==> config.mk <==
export PLATFORM = sky130hd
export DESIGN_NAME = id_ex_stage
export DESIGN_NICKNAME = d
export VERILOG_FILES = /design/src/rtl/pipe_pkg.sv /design/src/rtl/load_use_detect.sv /design/src/rtl/id_ex_stage.sv
export SDC_FILE = /design/constraint.sdc
export NUM_CORES = 1
export LEC_CHECK = 0
export ABC_AREA = 1
export BUFFER_PORTS_ARGS = -buffer_cell sky130_fd_sc_hd__buf_2
export CAP_MARGIN = 20
export CORE_MARGIN = 2
export CORE_UTILIZATION = 40
export CTS_BUF_LIST = sky130_fd_sc_hd__clkbuf_8
export CTS_CLUSTER_DIAMETER = 100
export DETAILED_ROUTE_END_ITERATION = 12
export GPL_TIMING_DRIVEN = 0
export PLACE_DENSITY = 0.78
export SLEW_MARGIN = 20
export SYNTH_ARGS = -nofsm -noshare
export SYNTH_HDL_FRONTEND = slang
export SYNTH_SLANG_ARGS = --single-unit
==> constraint.sdc <==
create_clock -name clk -period 3.8 [get_ports clk]
set_clock_uncertainty 0.15 [all_clocks]
set_input_delay 0.38 -clock clk [delete_from_list [all_inputs] [get_ports clk]]
set_output_delay 0.38 -clock clk [all_outputs]
set_load 0.1 [all_outputs]
==> src/rtl/pipe_pkg.sv <==
// Shared pipeline types: register index width, ALU op encoding and the
// per-instruction control bundle carried from ID through EX.
package pipe_pkg;

    localparam int REG_AW = 5;

    typedef enum logic [3:0] {
        ALU_ADD  = 4'd0,
        ALU_SUB  = 4'd1,
        ALU_AND  = 4'd2,
        ALU_OR   = 4'd3,
        ALU_XOR  = 4'd4,
        ALU_NOR  = 4'd5,
        ALU_SLT  = 4'd6,
        ALU_SLTU = 4'd7,
        ALU_SLL  = 4'd8,
        ALU_SRL  = 4'd9,
        ALU_SRA  = 4'd10,
        ALU_LUI  = 4'd11,
        ALU_R12  = 4'd12,
        ALU_R13  = 4'd13,
        ALU_R14  = 4'd14,
        ALU_R15  = 4'd15
    } aluop_t;

    typedef struct packed {
        logic   regwrite;
        logic   memread;
        logic   memwrite;
        logic   memtoreg;
        logic   alusrc;
        aluop_t aluop;
    } ctrl_t;

    localparam ctrl_t CTRL_NOP = '{
        regwrite: 1'b0,
        memread:  1'b0,
        memwrite: 1'b0,
        memtoreg: 1'b0,
        alusrc:   1'b0,
        aluop:    ALU_ADD
    };

endpackage

==> src/rtl/load_use_detect.sv <==
// Combinational load-use hazard compare between the load sitting in EX and
// the instruction currently being decoded.
module load_use_detect
    import pipe_pkg::*;
#(
    parameter int REG_AW = pipe_pkg::REG_AW
) (
    input  logic              ex_valid,
    input  logic              ex_memread,
    input  logic [REG_AW-1:0] ex_rd,
    input  logic              id_valid,
    input  logic [REG_AW-1:0] id_rs,
    input  logic [REG_AW-1:0] id_rt,
    input  logic              id_uses_rt,
    output logic              lu
);

    logic rs_hit;
    logic rt_hit;

    // r0 is hardwired, so a load targeting it can never feed a consumer
    assign rs_hit = (ex_rd == id_rs);
    assign rt_hit = id_uses_rt & (ex_rd == id_rt);
    assign lu     = ex_valid & ex_memread & (ex_rd != '0) & id_valid & (rs_hit | rt_hit);

endmodule

==> src/rtl/id_ex_stage.sv <==
// ID/EX pipeline register with load-use bubble insertion, flush and hold.
// Optional ID_EX_STALL_CNT_EN adds a free-running 32-bit stall counter port.
module id_ex_stage
    import pipe_pkg::*;
#(
    parameter int DATA_W = 32,
    parameter int REG_AW = pipe_pkg::REG_AW
) (
    input  logic              clk,
    input  logic              rst_n,
    input  logic              id_valid,
    input  logic [DATA_W-1:0] id_pc,
    input  logic [DATA_W-1:0] id_rs_data,
    input  logic [DATA_W-1:0] id_rt_data,
    input  logic [DATA_W-1:0] id_imm,
    input  logic [REG_AW-1:0] id_rs,
    input  logic [REG_AW-1:0] id_rt,
    input  logic [REG_AW-1:0] id_rd,
    input  logic              id_uses_rt,
    input  logic              id_regwrite,
    input  logic              id_memread,
    input  logic              id_memwrite,
    input  logic              id_memtoreg,
    input  logic              id_alusrc,
    input  logic [3:0]        id_aluop,
    input  logic              flush,
    input  logic              hold,
    output logic              ex_valid,
    output logic [DATA_W-1:0] ex_pc,
    output logic [DATA_W-1:0] ex_rs_data,
    output logic [DATA_W-1:0] ex_rt_data,
    output logic [DATA_W-1:0] ex_imm,
    output logic [REG_AW-1:0] ex_rs,
    output logic [REG_AW-1:0] ex_rt,
    output logic [REG_AW-1:0] ex_rd,
    output logic              ex_regwrite,
    output logic              ex_memread,
    output logic              ex_memwrite,
    output logic              ex_memtoreg,
    output logic              ex_alusrc,
    output logic [3:0]        ex_aluop,
`ifdef ID_EX_STALL_CNT_EN
    output logic [31:0]       stall_count,
`endif
    output logic              stall
);

    logic              valid_q,   valid_d;
    logic [DATA_W-1:0] pc_q,      pc_d;
    logic [DATA_W-1:0] rs_data_q, rs_data_d;
    logic [DATA_W-1:0] rt_data_q, rt_data_d;
    logic [DATA_W-1:0] imm_q,     imm_d;
    logic [REG_AW-1:0] rs_q,      rs_d;
    logic [REG_AW-1:0] rt_q,      rt_d;
    logic [REG_AW-1:0] rd_q,      rd_d;
    ctrl_t             ctrl_q,    ctrl_d;
    ctrl_t             id_ctrl;
    logic              lu;

    assign id_ctrl = '{
        regwrite: id_regwrite,
        memread:  id_memread,
        memwrite: id_memwrite,
        memtoreg: id_memtoreg,
        alusrc:   id_alusrc,
        aluop:    aluop_t'(id_aluop)
    };

    load_use_detect #(
        .REG_AW (REG_AW)
    ) u_lu (
        .ex_valid   (valid_q),
        .ex_memread (ctrl_q.memread),
        .ex_rd      (rd_q),
        .id_valid   (id_valid),
        .id_rs      (id_rs),
        .id_rt      (id_rt),
        .id_uses_rt (id_uses_rt),
        .lu         (lu)
    );

    // A hold freezes upstream globally; a flush kills the ID instruction anyway
    assign stall = lu & ~flush & ~hold;

    always_comb begin
        valid_d   = valid_q;
        pc_d      = pc_q;
        rs_data_d = rs_data_q;
        rt_data_d = rt_data_q;
        imm_d     = imm_q;
        rs_d      = rs_q;
        rt_d      = rt_q;
        rd_d      = rd_q;
        ctrl_d    = ctrl_q;
        // Bubbles zero the indices too so forwarding never matches them
        if (flush || (!hold && lu)) begin
            valid_d   = 1'b0;
            pc_d      = '0;
            rs_data_d = '0;
            rt_data_d = '0;
            imm_d     = '0;
            rs_d      = '0;
            rt_d      = '0;
            rd_d      = '0;
            ctrl_d    = CTRL_NOP;
        end else if (!hold) begin
            valid_d   = id_valid;
            pc_d      = id_pc;
            rs_data_d = id_rs_data;
            rt_data_d = id_rt_data;
            imm_d     = id_imm;
            rs_d      = id_rs;
            rt_d      = id_rt;
            rd_d      = id_rd;
            ctrl_d    = id_ctrl;
        end
    end

    always_ff @(posedge clk or negedge rst_n) begin
        if (!rst_n) begin
            valid_q   <= 1'b0;
            pc_q      <= '0;
            rs_data_q <= '0;
            rt_data_q <= '0;
            imm_q     <= '0;
            rs_q      <= '0;
            rt_q      <= '0;
            rd_q      <= '0;
            ctrl_q    <= CTRL_NOP;
        end else begin
            valid_q   <= valid_d;
            pc_q      <= pc_d;
            rs_data_q <= rs_data_d;
            rt_data_q <= rt_data_d;
            imm_q     <= imm_d;
            rs_q      <= rs_d;
            rt_q      <= rt_d;
            rd_q      <= rd_d;
            ctrl_q    <= ctrl_d;
        end
    end

    assign ex_valid    = valid_q;
    assign ex_pc       = pc_q;
    assign ex_rs_data  = rs_data_q;
    assign ex_rt_data  = rt_data_q;
    assign ex_imm      = imm_q;
    assign ex_rs       = rs_q;
    assign ex_rt       = rt_q;
    assign ex_rd       = rd_q;
    assign ex_regwrite = ctrl_q.regwrite;
    assign ex_memread  = ctrl_q.memread;
    assign ex_memwrite = ctrl_q.memwrite;
    assign ex_memtoreg = ctrl_q.memtoreg;
    assign ex_alusrc   = ctrl_q.alusrc;
    assign ex_aluop    = ctrl_q.aluop;

`ifdef ID_EX_STALL_CNT_EN
    logic [31:0] stall_cnt_q;
    logic [31:0] stall_cnt_d;

    // stall already excludes hold and flush cycles; wraps naturally at 2^32
    assign stall_cnt_d = stall ? stall_cnt_q + 32'd1 : stall_cnt_q;

    always_ff @(posedge clk or negedge rst_n) begin
        if (!rst_n) begin
            stall_cnt_q <= '0;
        end else begin
            stall_cnt_q <= stall_cnt_d;
        end
    end

    assign stall_count = stall_cnt_q;
`endif

endmodule
# Yosys cells after proc, flatten, opt, wreduce, memory -nomap -nowiden

Cells that the tools add are included.

Output and inout port bits: 154
Bits in registers: 153
Input bits: 158
Word-level logic and storage cells: 49

Bitwise gates (word level): 10
Reduce and logical (&&, ||, !) cells: 4
Multiplexer cells: 18
Equality and inequality tests: 3

Operator list:

| operator             | count |
|---|---|
| $mux W32             | 8 |
| $mux W5              | 6 |
| $mux W9              | 2 |
| $eq A5 B5 Y1         | 2 |
| $and A1 B1 Y1        | 7 |
| $reduce_bool A5 Y1   | 1 |
| $mux W1              | 2 |
| $ne A2 B1 Y1 const B | 1 |
| $not A1 Y1           | 2 |
| $logic_and A1 B1 Y1  | 1 |
| $logic_not A1 Y1     | 1 |
| $logic_or A1 B1 Y1   | 1 |
| $or A1 B1 Y1         | 1 |

# Depth between registers and ports, before layout

Word-level depth: 7
Gate-level depth with buffers: 11
Mapped depth without buffers: 9

# By module

Synthesis repeated with hierarchy kept, for this count alone.

Cells, all modules: 1178
Area total of the unflattened synthesis: 7802.5 um^2

Modules (own cells, without submodules):

| module          | area an instance (um^2) | times used | cells each |
|---|---|---|---|
| id_ex_stage     | 7591.0                  | 1          | 1126 |
| load_use_detect | 211.5                   | 1          | 52 |

# Least setup slack after synthesis

OpenSTA, ideal clock, no wires.

Path type: reg2out
Start: register rd_q[3], in the netlist ex_rd[3]
End: output port stall
Data required time: 3.270 ns
Arrival time: 2.704 ns
Buffers on the path: 0
Stages on the path, launching flop included: 9
Slack: 0.566 ns
Cell sequence: dfrtp_1 inv_2 nand2_1 nand2_1 nor2_1 nand3_1 nand2_1 nand2_1 nor2_1

Word-level cells in the longest chain between the ends: 6
Elaborated cells on any way between the ends: 10
Those cells by class: eq/ne: 2; bitwise: 7; reduce/logical: 1

RTL lines:

| what                                                      | RTL line                                     | text |
|---|---|---|
| start: declaration                                        | id_ex_stage.sv:55                            | `logic [REG_AW-1:0] rd_q, rd_d;` |
| start signal: assignment                                  | id_ex_stage.sv:138                           | `rd_q <= rd_d;` |
| $eq A5 B5 Y1 / $reduce_bool A5 Y1 (equally long branches) | load_use_detect.sv:23, load_use_detect.sv:24 |  |
| $and A1 B1 Y1, on equally long branches                   | load_use_detect.sv:23, load_use_detect.sv:24 |  |
| $or A1 B1 Y1 / $and A1 B1 Y1 (equally long branches)      | load_use_detect.sv:24                        | `assign lu = ex_valid & ex_memread & (ex_rd != '0) & id_valid & (rs_hit \| rt_hit);` |
| $and A1 B1 Y1 *                                           | load_use_detect.sv:24                        |  |
| $and A1 B1 Y1 * (2 in series)                             | id_ex_stage.sv:83                            | `assign stall = lu & ~flush & ~hold;` |
| end: declaration                                          | id_ex_stage.sv:45                            | `output logic stall` |

Every way passes the cells marked *; elsewhere a longest branch is shown, timed or not.

# Worst setup path in the final report

Start: register rd_q[0], in the netlist ex_rd[0]
End: output port stall

Same word-level chain as after synthesis.

==> out/metrics.yaml <==
worst_hold_path:
  hp-class: "primary input to flop"
  hold_path.startpoint: "id_pc[21]"
global_route:
  grt_pass1_wl_mm: 24.99
  antenna_found_initial: 0
  overflow: 0
  grt_max_degree: 94
  grt_pass1_vias: 5038
  grt_usage_pct: 19.24
placement:
  post_dp_cell_area_um2: 8220
  port_buffers: 310
  post-dp-hpwl_mm: 12.65
  dpl.cell_count: 1089
  place.gp.congestion: 0.8480
sta:
  setup_violations: 0
  slew_violations: 0
  grt_setup_unrepaired: "false"
  timing.hold.ws_ns: 0.04229
  min_period_over_period_pct: 65.81
  tightest_slew_ns: 0.5891
  fin_crit_ns: 2.501
  slew_headroom_pct: 60.72
  max_clock_freq_ghz: 0.3999
  hold_violations: 0
yosys:
  yosys-top-cells-area: "dfrtp_1 60%, mux2i_1 23%, nor2_1 10%, buf_2 1.9%, nand2_1 1.7%"
  yosysTopAreaCell: "dfrtp_1"
  synth.distinct_cells: 16
  netlist_area_um2: 6361
  synth_nets: 720
  ys_seq_area_share_pct: 60.19
  syn_inst: 562
  ys_seq_elements: 153
  synthDominantCellAreaShare_pct: 60.19
  synth.avg_cell_area_um2: 11.32
  yosys_warnings: 0
clock_network:
  clk_latency_ns: 0.43
  hold_buffers: 1
  cts.sinks: 153
  cts_buffers: 17
  root_buffer: "clkbuf_8"
  clkTransAtPathRegs_ns: 0.09
  ctsResizeCount: 0
  postCtsSetupBuffers: 0
  cts_tree: "built"
  htreeDepth: 4
  cts_buffer_depth: 2
cells_and_area:
  layout_common_cells: "333 x buf_2, 171 x nor2_1, 153 x dfrtp_1"
  final_common_cell: "buf_2"
  syn_to_final_growth_pct: 36.21
  layout.cells.non_filler: 1122
  design_area_um2: 8665
  nets: 1051
  drive_gt1_share_pct: 41.99
  final_core_util_pct: 55.14
flow_run:
  maxCapViolCount: 0
setup_path:
  crit_required_ns: 3.27
  rr_startpoint: "ex_rd[0]"
  cp-end-kind: "output pin"
  start_kind: "flop"
  cp_max_fo: 7
  r2r_end: "ex_rt_data[29]"
  startpoint: "ex_rd[0]"
  endpoint: "stall"
  r2r_cells: 10
  ff2ff_setup_slack_ns: 1.90
  arrival_ns: 1.97
  worstSetupPathType: "flop to output pin"
power:
  power_uw: 4286
  p_leak_uw: 0.005096
  power_density_nw_per_um2: 494.7
  vdd_ir_drop_max_mv: 0.2424
floorplanning:
  start_util_pct: 40.48
  die-area_um2: 16930
  fp.dieH_um: 130.1
  core_um2: 15710
  ioPinCount: 312
  die_w_um: 130.1
  num_rows: 46
outcome:
  status: "finished, final reports clean"
routing:
  vias: 5190
  wl_mm: 16.72
  first_iter_violations: 188
  wl_per_cell_um: 14.90
  dr.pass1.iters: 6
  antenna_left: 0
  via_per_inst: 4.626
  drc: 0
power by group:
part           switching [uW]  internal [uW]
logic                     928            240
clock network             631            719
registers                51.1           1720
state kept, by name (all words and copies together) (netlist names):
register     count
ex_imm          32
ex_pc           32
ex_rs_data      32
ex_rt_data      32
ex_rd            5
ex_rs            5
ex_rt            5
ex_aluop         4
ex_alusrc        1
ex_memread       1
ex_memtoreg      1
ex_memwrite      1
ex_regwrite      1
ex_valid         1
critical path, stage by stage, from the launching register on:
cell and delay, ns:
dfrtp_1 0.47, nand2_1 0.10, nand2_1 0.05, nor2_1 0.11
nand3_1 0.09, nand2_1 0.08, nand2_1 0.08, nor2_1 0.10
buf_2 0.44
metal layers:
| layer | vias to the layer above | routed length [um] | track usage [%] | share of wire (%) |
|---|---|---|---|---|
| met5 | - | 0 | 0 | 0 |
| met4 | 0 | 316 | 7.337 | 1.9 |
| met3 | 22 | 1394 | 6.355 | 8.3 |
| met2 | 218 | 8425 | 33.29 | 50 |
| met1 | 2456 | 6584 | 22.20 | 39 |
| li1 | 2494 | - | - | - |
Yosys cell counts, drive strengths merged:
library cell,number
nand4,2
buf,33
clkbuf,1
xnor2,1
inv,17
nor2,171
a21oi,10
mux2i,143
dfrtp,153
nand2,29
nand3,2
worst min path at each step:
stage	cells after the start	to	slack [ns]
after global placement	2	ex_rt[4]	0.36
after CTS	3	ex_rt_data[6]	0.005
after detailed placement	1	ex_imm[29]	0.19
final	3	ex_pc[21]	0.04
after global routing	3	ex_imm[11]	0.01
after floorplan	0	ex_aluop[0]	-0.07
logic make-up after synthesis:
family	after synthesis	share of synthesized area (%)
AOI/OAI and AO/OA	10	0.7868
xor gates and xnor gates	1	0.1377
buffers and inverters	51	4.190
DFF	153	60.19
muxes	143	22.50
and+or+nand+nor	204	12.20
through the flow:
stage,setup slack (ns),setup TNS (ns)
CTS,1.282,0
global placement,-0.08747,-11.50
detailed placement,1.741,0
floorplan,0.5665,0
global route,1.132,0
finish,1.299,0
cell type report:
type / count / area, um^2
inverters: 17 / 63.81
flip-flops and latches: 153 / 3829
repair buffers: 312 / 1599
plain buffers: 34 / 202.7
clock inverters: 14 / 197.7
well taps: 216 / 270.3
multi-input cells: 358 / 2266
fillers: 1383 / 7048
clock buffers: 17 / 234.0
diodes: 1 / 2.502
Power figures use the tool's default switching activity.
